## config.mk

```make
export PLATFORM = sky130hd
export DESIGN_NAME = johnson_phase_decoder
export DESIGN_NICKNAME = d
export VERILOG_FILES = /design/src/rtl/johnson_pkg.sv /design/src/rtl/johnson_code_check.sv /design/src/rtl/johnson_phase_decoder.sv
export SDC_FILE = /design/constraint.sdc
export NUM_CORES = 1
export LEC_CHECK = 0
export ABC_AREA = 1
export CAP_MARGIN = 20
export CORE_MARGIN = 2
export CORE_UTILIZATION = 54
export CTS_CLUSTER_DIAMETER = 150
export CTS_CLUSTER_SIZE = 20
export DETAILED_ROUTE_END_ITERATION = 6
export PLACE_DENSITY = 0.82
export SYNTH_ARGS = -nofsm -noshare
export SYNTH_HDL_FRONTEND = slang
export SYNTH_SLANG_ARGS = --single-unit
```

## constraint.sdc

```tcl
create_clock -name clk -period 5.9 [get_ports clk]
set_input_delay 0.59 -clock clk [delete_from_list [all_inputs] [get_ports clk]]
set_output_delay 0.59 -clock clk [all_outputs]
set_load 0.01 [all_outputs]
```

## src/rtl/johnson_pkg.sv

```systemverilog
// Shared definitions for the Johnson counter and its phase decoder: ring width,
// decoder FSM states and reference code helpers.
package johnson_pkg;

  localparam int JC_N  = 8;
  localparam int JC_PW = $clog2(2 * JC_N);

  typedef enum logic [1:0] {HUNT, LOCKED, FAULT} state_t;

  // A legal code has at most one transition walking from bit 0 upward, and that
  // transition moves away from the value of bit 0.
  function automatic logic jc_legal(input logic [0:JC_N-1] code);
    logic ok;
    ok = 1'b1;
    for (int i = 0; i < JC_N - 1; i++)
      if (code[i] != code[i+1] && code[i+1] == code[0]) ok = 1'b0;
    return ok;
  endfunction

  function automatic logic [JC_PW-1:0] jc_phase(input logic [0:JC_N-1] code);
    int ones;
    ones = 0;
    for (int i = 0; i < JC_N; i++) ones += int'(code[i]);
    if (code[0] || ones == 0) return JC_PW'(ones);
    return JC_PW'(2 * JC_N - ones);
  endfunction

endpackage

```

## src/rtl/johnson_code_check.sv

```systemverilog
// Combinational legality check and phase decode for one Johnson code word.
module johnson_code_check #(
  parameter int N = 8
) (
  input  logic [0:N-1]            code,
  output logic                    legal,
  output logic [$clog2(2*N)-1:0]  phase
);

  localparam int PW = $clog2(2 * N);
  localparam int CW = $clog2(N + 1);

  logic [CW-1:0] ones;

  always_comb begin
    legal = 1'b1;
    ones  = '0;
    for (int i = 0; i < N; i++) ones = ones + CW'(code[i]);
    for (int i = 0; i < N - 1; i++)
      if (code[i] != code[i+1] && code[i+1] == code[0]) legal = 1'b0;
    // Filling half of the ring counts up in ones, draining half counts down.
    if (code[0] || ones == '0) phase = PW'(ones);
    else                        phase = PW'(2 * N - int'(ones));
  end

endmodule

```

## src/rtl/johnson_phase_decoder.sv

```systemverilog
// Validates a Johnson counter stream, decodes phase and one-hot strobes, locks
// after consecutive legal successor steps and counts faults while locked.
module johnson_phase_decoder
  import johnson_pkg::*;
#(
  parameter int N        = JC_N,
  parameter int LOCK_CNT = 3,
  parameter int ERR_W    = 8
) (
  input  logic                    clk,
  input  logic                    r,
  input  logic [0:N-1]            jc,
  input  logic                    err_clr,
  output logic                    locked,
  output logic [$clog2(2*N)-1:0]  phase,
  output logic [2*N-1:0]          phase_oh,
  output logic                    wrap,
  output logic                    err_pulse,
  output logic [ERR_W-1:0]        err_cnt
);

  localparam int PW = $clog2(2 * N);
  localparam logic [2*N-1:0] OH_ONE = 1;

  function automatic logic [ERR_W-1:0] sat_inc(input logic [ERR_W-1:0] v);
    return (&v) ? v : v + ERR_W'(1);
  endfunction

  function automatic logic [PW-1:0] next_phase(input logic [PW-1:0] p);
    return (p == PW'(2 * N - 1)) ? '0 : p + PW'(1);
  endfunction

  logic [0:N-1]     jc_p0, jc_p1;
  logic             cur_legal, prev_legal;
  logic [PW-1:0]    cur_phase, prev_phase;
  logic             good_step, fault;
  state_t           state, state_nxt;
  logic [3:0]       good_cnt, good_nxt;
  logic [ERR_W-1:0] err_nxt;
  logic [PW-1:0]    phase_p2;
  logic [2*N-1:0]   oh_p2;
  logic             wrap_p2, pulse_p2;
  logic [ERR_W-1:0] err_p2;

  johnson_code_check #(.N(N)) u_cur (
    .code  (jc_p0),
    .legal (cur_legal),
    .phase (cur_phase)
  );

  johnson_code_check #(.N(N)) u_prev (
    .code  (jc_p1),
    .legal (prev_legal),
    .phase (prev_phase)
  );

  // The counter has no enable, so a repeated code is as bad as a skipped one.
  assign good_step = cur_legal && prev_legal && (cur_phase == next_phase(prev_phase));

  always_comb begin
    state_nxt = state;
    good_nxt  = '0;
    fault     = 1'b0;
    case (state)
      HUNT: begin
        if (good_step) begin
          if (good_cnt == 4'(LOCK_CNT)) state_nxt = LOCKED;
          else                          good_nxt  = good_cnt + 4'd1;
        end
      end
      LOCKED: begin
        if (!good_step) begin
          fault     = 1'b1;
          state_nxt = FAULT;
        end
      end
      FAULT:   state_nxt = HUNT;
      default: state_nxt = HUNT;
    endcase
    if (err_clr)    err_nxt = fault ? ERR_W'(1) : '0;
    else if (fault) err_nxt = sat_inc(err_p2);
    else            err_nxt = err_p2;
  end

  always_ff @(posedge clk or posedge r) begin
    if (r) begin
      jc_p0    <= '0;
      jc_p1    <= '0;
      state    <= HUNT;
      good_cnt <= '0;
      phase_p2 <= '0;
      oh_p2    <= '0;
      wrap_p2  <= 1'b0;
      pulse_p2 <= 1'b0;
      err_p2   <= '0;
    end else begin
      // p0/p1: current and previous sample of the incoming code
      jc_p0    <= jc;
      jc_p1    <= jc_p0;
      state    <= state_nxt;
      good_cnt <= good_nxt;
      // p2: decoded outputs, blanked whenever the next state is not LOCKED
      phase_p2 <= (state_nxt == LOCKED) ? cur_phase : '0;
      oh_p2    <= (state_nxt == LOCKED) ? (OH_ONE << cur_phase) : '0;
      wrap_p2  <= (state == LOCKED) && good_step && (cur_phase == '0);
      pulse_p2 <= fault;
      err_p2   <= err_nxt;
    end
  end

  assign locked    = (state == LOCKED);
  assign phase     = phase_p2;
  assign phase_oh  = oh_p2;
  assign wrap      = wrap_p2;
  assign err_pulse = pulse_p2;
  assign err_cnt   = err_p2;

endmodule

```

==> results.toml <==
[layout]
final_common_cell = "nand2_1"
fillers = 406
num_antenna_cells = 0
nNetsFinal = 420
area_delta_synth_final_pct = 22.6
final_layout_size_suffix_gt1_share_pct = 8.70
layout.cells.non_filler = 461
utilization_pct = 68.8
fin_area_um2 = 3510
final_cell_mix = "nand2_1, dfrtp_1, inv_1"

[worst_setup_path]
path_class = "reg2reg"
cp_top_family = "adder cells"
critPathRequiredTime_ns = 6.13
slowest_stage = "fa_1"
start_kind = "flip-flop"
crit_fanout = 9
endpoint_kind = "flip-flop"
cp.buffers_inverters = 6
critPathMostFrequentCell = "nand2_1"
arrival_ns = 4.97
cpPeakStageDelay_ns = 0.56

[sta]
setup_tns_ns = 0
timing.final.crit_period_ns = 4.74
finalCritPeriodShare_pct = 80.3
timing.fmax_mhz = 211
hold_slack_ns = 0.413
rsz0062_at_grt = "false"
skew_ns = 0.00944
fin_ws_ns = 1.16
setup_viol = 0
worstMarginPinSlew_ns = 0.478
hold_viol = 0
slew_violations = 0
slew-limit-headroom_pct = 68.0

[cts]
clk_latency_ns = 0.30
clock-root-buffer = "clkbuf_8"
clock_tree.buffer_depth = 2
cts_buffers = 5
ctsHtreeMaxLevel = 2
cts_setup_buffers = 0
cts_tree = "done"
clkSinkCount = 52
path_clk_slew_ns = 0.09
post_cts_resized = 0
hold_buffers = 0

[route]
first_pass_iters = 5
vias = 2310
antenna_left = 0
routedWlPerCell_um = 11.6
drc_errors = 0
drt_iter0_drc = 160
wirelength_mm = 5.37
routed_via_density = 5.01

[yosys]
synth-seq-cells = 52
synth_ff_type = "dfrtp_1"
synth-edff-count = 0
synth_area_um2 = 2870
synth-async-reset-ratio_pct = 100
seq_area_frac_synth_pct = 45.4
synth_nets = 373
ys_types = 32
yosys_warnings = 0
syn_area_per_cell_um2 = 8.36
syn-instance-count = 343

[power_and_ir_drop]
irDropWorstVdd_mv = 0.170
combPwrFrac_pct = 34.1
p_per_area_nw_per_um2 = 281
power_mw = 0.988
power_frac_clock_pct = 28.7
intPower_mw = 0.652
switching_share_pct = 34.1
p_leak_nw = 1.82
pwr-share-seq_pct = 37.2
power_switching_mw = 0.337

[placement]
placed_cell_area_um2 = 3360
post-place-ws_ns = 1.22
numPortBuffers = 41
hpwl_mm = 4.08
place.gp.congestion = 0.832
post-place-cells = 452

[grt]
busiest_layer = "met2"
grt_first_pass_wirelength_mm = 9.78
grt_overflow = 0
grt_pass1_vias = 2298
grt_usage_pct = 20.2
antenna_found_initial = 0
met3_usage_pct = 3.41
grt_max_degree = 53
grt_use_met1_pct = 24.3
grt_util_met2_pct = 37.1

[floorplanning]
coreArea_um2 = 5110
pin_count = 42
die_height_um = 76.9
row_count = 26
dieArea_um2 = 5910
die_x_um = 76.9
start_util_pct = 56.1

[job]
maxCapViolations = 0

[hold_path]
min-delay-path-class = "reg2reg"

[status]
status = "finished, final reports clean"
==> power by group through the flow <==
stage	clock network, mW	logic, mW	registers [mW]
floorplan	0	0.271	0.373
global placement	0	0.316	0.374
detailed placement	0	0.329	0.375
CTS	0.290	0.334	0.368
global route	0.306	0.386	0.369
finish	0.284	0.337	0.368
==> layout make-up <==
class | instances | area (um2) | share of cell area (%)
clock buffer | 5 | 68.8 | 1.96
clock inverter | 3 | 68.8 | 1.96
inverter | 59 | 226 | 6.44
multi-input combinational | 230 | 1330 | 37.9
sequential | 52 | 1300 | 37.0
tap | 70 | 87.6 | 2.49
timing repair buffer | 42 | 430 | 12.2
==> registers in the layout, summed over array words and instances (netlist names) <==
signal,cells
phase,4
jc_p0,8
jc_p1,8
err_pulse,1
phase_oh,16
wrap,1
good_cnt,4
state,2
err_cnt,8
==> routing by layer <==
| metal | part of all wire, % | vias up |
|---|---|---|
| li1 | - | 1151 |
| met1 | 41 | 1087 |
| met2 | 53 | 65 |
| met3 | 4.8 | 7 |
| met4 | 1.5 | 0 |
| met5 | 0 | - |
==> synthesized netlist by cell type (4+ instances only) <==
cell type	count	share of area, %
o21ai_0	5	0.87
nand2_4	4	1.6
fa_1	8	5.6
inv_1	52	6.8
nor3_1	6	1.0
xor2_1	5	1.5
nand3_1	38	6.6
dfrtp_1	52	45
nor2_1	42	5.5
nand2_2	9	2.0
ha_1	11	4.8
nand2_1	80	10
==> kinds of logic (layout without fill, tap and decap cells) <==
group	Yosys count	after routing	synth area share (%)
adder cells (fa/ha/maj)	19	19	10.4
buffers and inverters	61	109	8.20
flip-flops	52	52	45.4
XOR/XNOR	7	7	2.14
AND/OR/NAND/NOR	192	192	31.4
AO/OA/AOI/OAI	12	12	2.49
==> final timing paths <==
kind,from,to,slack [ns],cells past startpoint
max reg2reg,jc_p1[0],phase_oh[14],1.16,28
max,jc_p1[0],phase_oh[14],1.16,28
min in group asynchronous,r,jc_p0[0],0.57,2
max in group asynchronous,r,phase_oh[4],4.84,3
min reg2reg,jc_p0[3],jc_p1[3],0.41,0
min,jc_p0[3],jc_p1[3],0.41,0
Note: power is estimated with default switching activity, not from simulation.
